[config.mk]
export PLATFORM = sky130hd
export DESIGN_NAME = down_count_period_monitor
export DESIGN_NICKNAME = d
export VERILOG_FILES = /design/src/rtl/down_count_pkg.sv /design/src/rtl/down_count_wrap_detect.sv /design/src/rtl/down_count_period_monitor.sv
export SDC_FILE = /design/constraint.sdc
export NUM_CORES = 1
export LEC_CHECK = 0
export ABC_AREA = 1
export CAP_MARGIN = 20
export CORE_UTILIZATION = 25
export CTS_BUF_LIST = sky130_fd_sc_hd__clkbuf_8
export DETAILED_ROUTE_END_ITERATION = 8
export PLACE_DENSITY = 0.46
export SLEW_MARGIN = 20
export SYNTH_ARGS = -nofsm -noshare
export SYNTH_HDL_FRONTEND = slang
export SYNTH_SLANG_ARGS = --single-unit
[constraint.sdc]
create_clock -name clk -period 2.41 [get_ports clk]
set_input_delay 0.241 -clock clk [delete_from_list [all_inputs] [get_ports clk]]
set_output_delay 0.241 -clock clk [all_outputs]
set_load 0.05 [all_outputs]
[src/rtl/down_count_pkg.sv]
// Shared types and constants for the 7-bit down counter, its period monitor and benches.
package down_count_pkg;

    localparam int unsigned COUNT_W = 7;
    localparam logic [COUNT_W-1:0] COUNT_MAX = 7'd127;

    // Measurement FSM states of the period monitor.
    typedef enum logic [1:0] {
        IDLE     = 2'd0,
        ARMED    = 2'd1,
        COUNTING = 2'd2,
        DONE     = 2'd3
    } state_t;

endpackage

[src/rtl/down_count_wrap_detect.sv]
// Samples the counter Q each enabled cycle; flags wraps (0 -> max) and illegal steps.
module down_count_wrap_detect
    import down_count_pkg::*;
#(
    parameter int unsigned WIDTH = COUNT_W
) (
    input  logic             clk,
    input  logic             reset,
    input  logic             enable,
    input  logic [WIDTH-1:0] count_in,
    output logic             prev_valid,
    output logic             wrap_c,
    output logic             hold_c,
    output logic             period_tick,
    output logic             seq_err
);

    localparam logic [WIDTH-1:0] WRAP_VAL = {WIDTH{1'b1}};

    logic [WIDTH-1:0] prev;
    logic             step_ok_c;

    // A sample is legal if it holds or steps down by one (modulo wraps naturally).
    assign step_ok_c = (count_in == prev) || (count_in == (prev - WIDTH'(1)));
    assign hold_c    = enable && prev_valid && (count_in == prev);
    assign wrap_c    = enable && prev_valid && (prev == '0) && (count_in == WRAP_VAL);

    // Sample register, registered wrap tick and sticky step-error flag.
    always_ff @(posedge clk or negedge reset) begin
        if (!reset) begin
            prev        <= '0;
            prev_valid  <= 1'b0;
            period_tick <= 1'b0;
            seq_err     <= 1'b0;
        end else begin
            period_tick <= wrap_c;
            if (enable) begin
                prev       <= count_in;
                prev_valid <= 1'b1;
                if (prev_valid && !step_ok_c) begin
                    seq_err <= 1'b1;
                end
            end
        end
    end

endmodule

[src/rtl/down_count_period_monitor.sv]
// Counts down-counter periods (wraps) against a programmed target with start/busy/done.
// Optional stall watchdog enabled by defining DOWN_COUNT_STALL_DETECT_EN.
module down_count_period_monitor
    import down_count_pkg::*;
#(
    parameter int unsigned WIDTH       = COUNT_W,
    parameter int unsigned PCNT_W      = 4,
    parameter int unsigned STALL_LIMIT = 16
) (
    input  logic              clk,
    input  logic              reset,
    input  logic              enable,
    input  logic [WIDTH-1:0]  count_in,
    input  logic              start,
    input  logic [PCNT_W-1:0] target_periods,
    output logic              busy,
    output logic              done,
    output logic              period_tick,
    output logic [PCNT_W-1:0] periods_seen,
    output logic              seq_err,
    output logic              stall_err
);

    localparam logic [PCNT_W-1:0] PCNT_MAX = {PCNT_W{1'b1}};

    state_t            state;
    state_t            state_nxt;
    logic [PCNT_W-1:0] target_q;
    logic [PCNT_W-1:0] target_nxt;
    logic [PCNT_W-1:0] periods_nxt;
    logic              prev_valid;
    logic              wrap_c;
    logic              hold_c;

    down_count_wrap_detect #(
        .WIDTH (WIDTH)
    ) u_wrap_detect (
        .clk         (clk),
        .reset       (reset),
        .enable      (enable),
        .count_in    (count_in),
        .prev_valid  (prev_valid),
        .wrap_c      (wrap_c),
        .hold_c      (hold_c),
        .period_tick (period_tick),
        .seq_err     (seq_err)
    );

    // State register.
    always_ff @(posedge clk or negedge reset) begin
        if (!reset) begin
            state <= IDLE;
        end else begin
            state <= state_nxt;
        end
    end

    // Next state, target latch and period count; wraps only count while COUNTING.
    always_comb begin
        state_nxt   = state;
        target_nxt  = target_q;
        periods_nxt = periods_seen;
        case (state)
            IDLE: begin
                if (start) begin
                    target_nxt  = target_periods;
                    periods_nxt = '0;
                    state_nxt   = (target_periods == '0) ? DONE : ARMED;
                end
            end
            ARMED: begin
                if (enable && prev_valid) begin
                    state_nxt = COUNTING;
                end
            end
            COUNTING: begin
                if (wrap_c) begin
                    if (periods_seen != PCNT_MAX) begin
                        periods_nxt = periods_seen + PCNT_W'(1);
                    end
                    if (periods_nxt == target_q) begin
                        state_nxt = DONE;
                    end
                end
            end
            DONE: begin
                state_nxt = IDLE;
            end
            default: begin
                state_nxt = IDLE;
            end
        endcase
    end

    // Registered datapath and status outputs derived from the next state.
    always_ff @(posedge clk or negedge reset) begin
        if (!reset) begin
            target_q     <= '0;
            periods_seen <= '0;
            busy         <= 1'b0;
            done         <= 1'b0;
        end else begin
            target_q     <= target_nxt;
            periods_seen <= periods_nxt;
            busy         <= (state_nxt == ARMED) || (state_nxt == COUNTING);
            done         <= (state_nxt == DONE);
        end
    end

`ifdef DOWN_COUNT_STALL_DETECT_EN
    localparam int unsigned STALL_W = $clog2(STALL_LIMIT + 1);

    logic [STALL_W-1:0] stall_cnt;

    // Watchdog: consecutive enabled samples with an unchanged count set a sticky error.
    always_ff @(posedge clk or negedge reset) begin
        if (!reset) begin
            stall_cnt <= '0;
            stall_err <= 1'b0;
        end else if (hold_c) begin
            if (stall_cnt != STALL_W'(STALL_LIMIT)) begin
                stall_cnt <= stall_cnt + STALL_W'(1);
            end
            if (stall_cnt >= STALL_W'(STALL_LIMIT - 1)) begin
                stall_err <= 1'b1;
            end
        end else if (enable) begin
            stall_cnt <= '0;
        end
    end
`else
    logic unused_stall;

    // Watchdog compiled out; the flag is held low.
    assign unused_stall = hold_c | (STALL_LIMIT == 0);
    assign stall_err    = 1'b0;
`endif

endmodule

==> impl_results.md, run 1 <==
- Layout cell share with drive strength beyond 1: between 3 and 4%
- Core area: 5205 sq um
- Max-Cap Viols: 0
- WL per Instance: about 11 microns
- Diode count: 0
- CTS buffer count: 3
- Async S/R FF share, synth: 100.0%
- Relative slew slack: 66.65%
- Flop pwr share: 38.3%
- Sequential cell area fraction in the yosys report: approximately 40%
- Worst Setup Path Type: flip-flop to primary output
- Pwr/cell area: 795.3 nW/um^2
- P_leak: 0.9011 nW
- IO Count: 24
- Ys Warns: 0
- Cell-internal power: 0.0008041 W
- Worst min path class: primary input to asynchronous set/reset pin
- Antenna violations before repair: 0
- Setup crit start kind: flip-flop
- Crit-path cells: clkdlybuf4s50_1
- Hold_ws: approximately 0.31 ns
- VDD IR-drop max: ~0.55 mV
- Met1 wire length: 1.763 mm
- Layout area overhead: 26.76%
- Clock power share: 20.5%
- Max Freq: ~560 MHz
- Switching power: between 0.0005 and 0.0006 W
- Mapped Cells: slightly above 200
- Clock-pin slew on the worst setup and hold paths: approximately 0.090 ns
- RSZ-0062 raised after global routing: false
- Final setup vio count: 0
- Critical-path maximum fanout: 6
- Die X-Extent: around 76 microns
- Final Cycle Share: between 70% and 80%
- Ys flop type: dfrtp_1
- Tmin final: roughly 1.8 ns
- All-Layer GR Usage: between 10% and 20%
- Power, Total: ~0.0014 W
- DR iter-0 viols: 52
- Clock skew: approximately 0.0084 ns
- Final-report max-slew violation count: 0
- Mapped Area: about 1400 sq um
- Post-layout util: roughly a third
- Root Driver: clkbuf_8
- Met2 WL: between 1 and 1.5 mm
- CTS tree: yes
- Num rows: 26
- Clock Latency Late Sink: between 0.2 and 0.3 ns
- Switching Fraction: 41.78%
- Fill cells: between 500 and 600
- Avg Synthesized Cell Area: 6.651 sq um
- Slew @ Worst Pin: roughly 0.50 ns
- Ranking of synthesized cells by area: dfrtp_1, nand2_1, inv_1
- Crit-path max cell delay: 0.84 ns
- Worst EP arrival: approximately 1.5 ns
- Post-CTS setup buffer count: 0
- Via density: approximately 4
- Syn nets: 225
- Router iterations before antenna repair: 6
- DRT Wirelength: roughly 3.2 mm
- Gp weighted congestion: 0.7784
- H-tree Lvls: 1
- Met3 wire length: about 65 microns
- Post-synth EDFFs: 0
- Req. time, crit path: about 2.2 ns
- Worst path slowest cell: clkdlybuf4s50_1
- Largest net degree at the start of global routing: 23
- Yosys top cell area share: 40.18%
- CTS sink cnt: 22
- Delay-heaviest family, CP: buffers and inverters
- Crit end category: primary output
- Most common cell in the netlist: nand2_1
- Hpwl dp: 2.535 mm
- DRC: 0
- Post_cts resized: 0
- Setup TNS: 0 ns
- Post-synthesis cell type count: 20
- Vias in the first global route: roughly 1,200
- Logic pwr share: between 40% and 50%
- Chip Height: between 70 and 80 microns
- Final hold violations: 0
- # hold bufs at CTS: 0
- Port Buffer Count: 22
- Post-DRT Antenna Nets: 0
- Starting density of the core: a little over a quarter
- Via count: ~1,200
- NumNets Final: between 200 and 300
- First-pass GRT wire length: 5.589 mm
- Status: complete, no violations
- #FFs+latches synth: 22
- Top Metal Used: met4
- Die area: ~5800 sq um
- Critical path buffers and inverters: 1
- Most frequent cells after synthesis: nand2_1, inv_1, dfrtp_1
- Remaining global-route overflow: 0
- Leading area contributor after synthesis: dfrtp_1
- Clock Tree Buf Depth: 2
==> kinds of logic (layout without fill, tap and decap cells) <==
logic type,Yosys count,count (layout),share of synthesized area (%)
buffers and inverters,37,63,10.41
and+or+nand+nor,120,120,36.90
DFF,22,22,40.18
AOI/OAI and AO/OA,20,20,7.306
adders and majority gates,4,4,3.653
other,1,1,0.2737
xor gates and xnor gates,2,2,1.279
==> metal layers <==
| layer | vias up | track usage (%) |
|---|---|---|
| li1 | 692 | - |
| met1 | 535 | 17.20 |
| met2 | 14 | 18.55 |
| met3 | 2 | 1.198 |
| met4 | 0 | 5.192 |
| met5 | - | 0 |
==> cell usage in the layout, fill, tap and decap left out, drive strengths merged, types with 16 or more instances in the layout <==
master,synthesis,final
clkdlybuf4s50,0,22
inv,35,35
dfrtp,22,22
nor2,17,17
nand2,75,75
o21ai,16,16
nand3,16,16
==> power by group through the flow <==
stage | clock (W) | sequential, W | combinational [W]
6_report | 0.000284 | 0.000529 | 0.000569
3_3_place_gp | 0 | 0.000539 | 0.000575
4_1_cts | 0.000292 | 0.000529 | 0.000577
3_5_place_dp | 0 | 0.000535 | 0.000572
2_1_floorplan | 0 | 0.000615 | 0.000307
5_1_grt | 0.000306 | 0.000543 | 0.000653
==> registers in the layout (all words and copies together) (netlist names) <==
register                   cells
periods_seen                   4
u_wrap_detect.period_tick      1
busy                           1
done                           1
u_wrap_detect.seq_err          1
state                          2
u_wrap_detect.prev_valid       1
u_wrap_detect.prev             7
target_q                       4
==> through the flow <==
step | instance area, sq um | setup slack [ns] | std cells
after global routing | 1737 | 0.4407 | 302
after global placement | 1682 | 0.5750 | 298
after CTS | 1737 | 0.6007 | 302
after floorplan | 1370 | 0.4725 | 206
after detailed placement | 1682 | 0.5460 | 298
final | 1737 | 0.6267 | 302
==> layout make-up <==
cell class | count | area (sq um) | share of cell area [%]
timing repair buffer | 24 | 235.2 | 13.54
inverter | 35 | 131.4 | 7.565
clock buffer | 4 | 55.05 | 3.170
tap | 70 | 87.58 | 5.043
multi-input combinational | 147 | 676.9 | 38.98
sequential | 22 | 550.5 | 31.70
==> worst paths after layout <==
check                                        end  slack (ns)  depth (start not counted)                  start
max reg2reg                                 busy        0.68                         10        periods_seen[0]
max                              periods_seen[2]        0.63                          1        periods_seen[2]
min reg2reg                u_wrap_detect.seq_err        0.47                          2  u_wrap_detect.seq_err
min                        u_wrap_detect.prev[5]        0.31                          2                  reset
max in group asynchronous        periods_seen[2]        1.85                          2                  reset
min in group clk           u_wrap_detect.seq_err        0.47                          2  u_wrap_detect.seq_err
No activity file was read; power rests on OpenSTA's default activity.
==> inputs of run 2 (changes only) <==
- PLACE_DENSITY: 0.46 -> 0.47
- clock period: 2.41 -> 1.5 ns (I/O delays scaled with it)
==> impl_results.md, run 2 (synthesis gave the netlist of run 1 again) <==
- Status: complete, but fails checks (was complete, no violations)
- Failing checks: setup timing
- All-Layer GR Usage: 12.42% (was 12.08%)
- Vias in the first global route: 1,287 (was 1,208)
- Post-Place Cells: 326 (was 298)
- Met3 wire length: 112 microns (was 65 microns)
- Worst R2R Start: periods_seen[1] (was periods_seen[0])
- Clock Latency Late Sink: 0.27 ns (about the same)
- Hpwl dp: 2.677 mm (was 2.535 mm)
- DRT Wirelength: 3.383 mm (was 3.230 mm)
- Post-layout util: 39.69% (was 33.37%)
- Power, Total: 0.002579 W (was 0.001381 W)
- CTS tree: yes (unchanged)
- Clock power share: 21.5% (was 20.5%)
- Layout area overhead: 50.78% (was 26.76%)
- Largest net degree at the start of global routing: 23 (unchanged)
- WL per Instance: 10.16 microns (was 10.70 microns)
- Post-DRT Antenna Nets: 0 (unchanged)
- Most common cell after layout, fill and taps aside: nand2_1 (unchanged)
- RSZ-0062 raised after global routing: true (was false)
- Worst EP arrival: 1.72 ns (was 1.54 ns)
- Port Buffer Count: 22 (unchanged)
- CTS sink cnt: 22 (unchanged)
- Final setup vio count: 1 (was 0)
- Top Registers: u_wrap_detect.prev x7, periods_seen x4, target_q x4 (unchanged)
- Pwr/cell area: 1248 nW/um^2 (was 795.3 nW/um^2)
- VDD IR-drop max: 0.8394 mV (was 0.5549 mV)
- Max FFs per register: 7 (unchanged)
- Core area: 5205 sq um (unchanged)
- Switching Fraction: 38.40% (was 41.78%)
- Setup crit start: periods_seen[1] (was periods_seen[2])
- Top Metal Used: met4 (unchanged)
- Multi-input logic area: 768.2 sq um (was 676.9 sq um)
- Met1 wire length: 1.716 mm (was 1.763 mm)
- FF+latch area: 555.5 sq um (was 550.5 sq um)
- Clock-pin slew on the worst setup and hold paths: 0.08 ns (was 0.09 ns)
- Setup crit start kind: flip-flop (unchanged)
- Critical-path maximum fanout: 4 (was 6)
- Most flops, register: u_wrap_detect.prev (unchanged)
- Flop pwr share: 32.8% (was 38.3%)
- Chip Height: 76.03 microns (unchanged)
- Final-report max-slew violation count: 0 (unchanged)
- NumNets Final: 283 (was 252)
- Router iterations before antenna repair: 4 (was 6)
- Root Driver: clkbuf_8 (unchanged)
- FF-to-FF End: busy (unchanged)
- Crit end category: flip-flop (was primary output)
- Fin worst setup slack: -0.06213 ns (was 0.6267 ns)
- Clock Tree Buf Depth: 2 (unchanged)
- Antenna violations before repair: 0 (unchanged)
- Max-Cap Viols: 0 (unchanged)
- Worst reg-to-reg setup slack: -0.06 ns (was 0.68 ns)
- Max Freq: about 640 MHz
- Reg2Reg Depth: 11 (was 10)
- IO Count: 24 (unchanged)
- Via count: 1,383 (was 1,243)
- First-pass GRT wire length: 5.713 mm (was 5.589 mm)
- Layout cell share with drive strength beyond 1: 27.00% (was 3.879%)
- Non-filler cells, final: 333 (was 302)
- DRC: 0 (unchanged)
- Via density: 4.153 (was 4.116)
- P_leak: 1.060 nW (was 0.9011 nW)
- Worst min path class: primary input to asynchronous set/reset pin (unchanged)
- Most frequent cells in the layout: nand2_1, buf_4, inv_1 (was nand2_1, inv_1, dfrtp_1, clkdlybuf4s50_1, nor2_1)
- Worst Setup Path Type: flip-flop to flip-flop (was flip-flop to primary output)
- Diode count: 0 (unchanged)
- DR iter-0 viols: 68 (was 52)
- Final Cycle Share: 104.1%
- Logic pwr share: 45.6% (was 41.2%)
- Clock skew: 0.007741 ns (was 0.008390 ns)
- Die X-Extent: 76.03 microns (unchanged)
- Gp weighted congestion: 0.8557 (was 0.7784)
- # hold bufs at CTS: 0 (unchanged)
- CTS buffer count: 3 (unchanged)
- Final hold violations: 0 (unchanged)
- Req. time, crit path: 1.66 ns (was 2.17 ns)
- Cell-internal power: 0.001589 W (was 0.0008041 W)
- Switching power: 0.0009901 W (was 0.0005771 W)
- Starting density of the core: 26.32% (unchanged)
- Remaining global-route overflow: 0 (unchanged)
- Tmin final: roughly 1.6 ns
- Num rows: 26 (unchanged)
- Die area: 5781 sq um (unchanged)
- Met2 WL: 1.489 mm (was 1.357 mm)
- H-tree Lvls: 1 (unchanged)
- Fill cells: 569 (was 592)
run 2: what timing repair did:
item / in CTS / in global routing
gates resized for setup: 6 / 17
endpoints found under the setup margin: 2 / 7
setup buffers: 3 / 0
pin swaps: 14 / 8
run 2: layer usage:
layer / GRT usage (%) / up-vias
li1: - / 752
met5: 0 / -
met2: 19.09 / 24
met1: 16.97 / 601
met3: 2.635 / 6
met4: 5.000 / 0
run 2: worst max-delay path, stage by stage, from the launching register on:
cell and delay (ns):
dfrtp_2 0.42, ha_4 0.18, inv_1 0.05, nand2_1 0.05, nand2_1 0.07, nand2_1 0.06, nand2_1 0.06, nand2_1 0.05
nor2_1 0.13, nand3_2 0.10, nand2_1 0.07, ha_1 0.22
run 2: how the worst max path moves through the flow:
| stage | endpoint | slack (ns) | depth (start not counted) |
|---|---|---|---|
| floorplan | busy | -0.17 | 10 |
| global placement | busy | -0.20 | 8 |
| detailed placement | busy | -0.23 | 8 |
| CTS | busy | -0.07 | 11 |
| global route | busy | -0.16 | 11 |
| finish | busy | -0.06 | 11 |
run 2: final cells by class:
type                    instances  area share, %
well taps                      70          4.240
inverters                      35          6.360
multi-input cells             147          37.19
clock inverters                 1          1.454
repair buffers                 55          21.87
clock buffers                   3          1.999
flip-flops and latches         22          26.89
run 2: power by group through the flow:
| stage | clock [W] | combinational (W) | sequential [W] |
|---|---|---|---|
| global placement | 0 | 0.00110 | 0.000857 |
| floorplan | 0 | 0.000500 | 0.00100 |
| finish | 0.000555 | 0.00118 | 0.000847 |
| global route | 0.000606 | 0.00133 | 0.000872 |
| CTS | 0.000584 | 0.00114 | 0.000845 |
| detailed placement | 0 | 0.00109 | 0.000853 |
run 2: through the flow:
step           instance area, sq um  hold WS, ns  worst slack [ns]  TNS [ns]
3_3_place_gp                   1894       0.4584           -0.2016   -0.6236
4_1_cts                        2009       0.2306          -0.07241  -0.07241
6_report                       2066       0.2268          -0.06213  -0.06213
2_1_floorplan                  1393      -0.1456           -0.1738   -0.2392
5_1_grt                        2066       0.2413           -0.1608   -0.2967
3_5_place_dp                   1894       0.4640           -0.2280   -0.7482
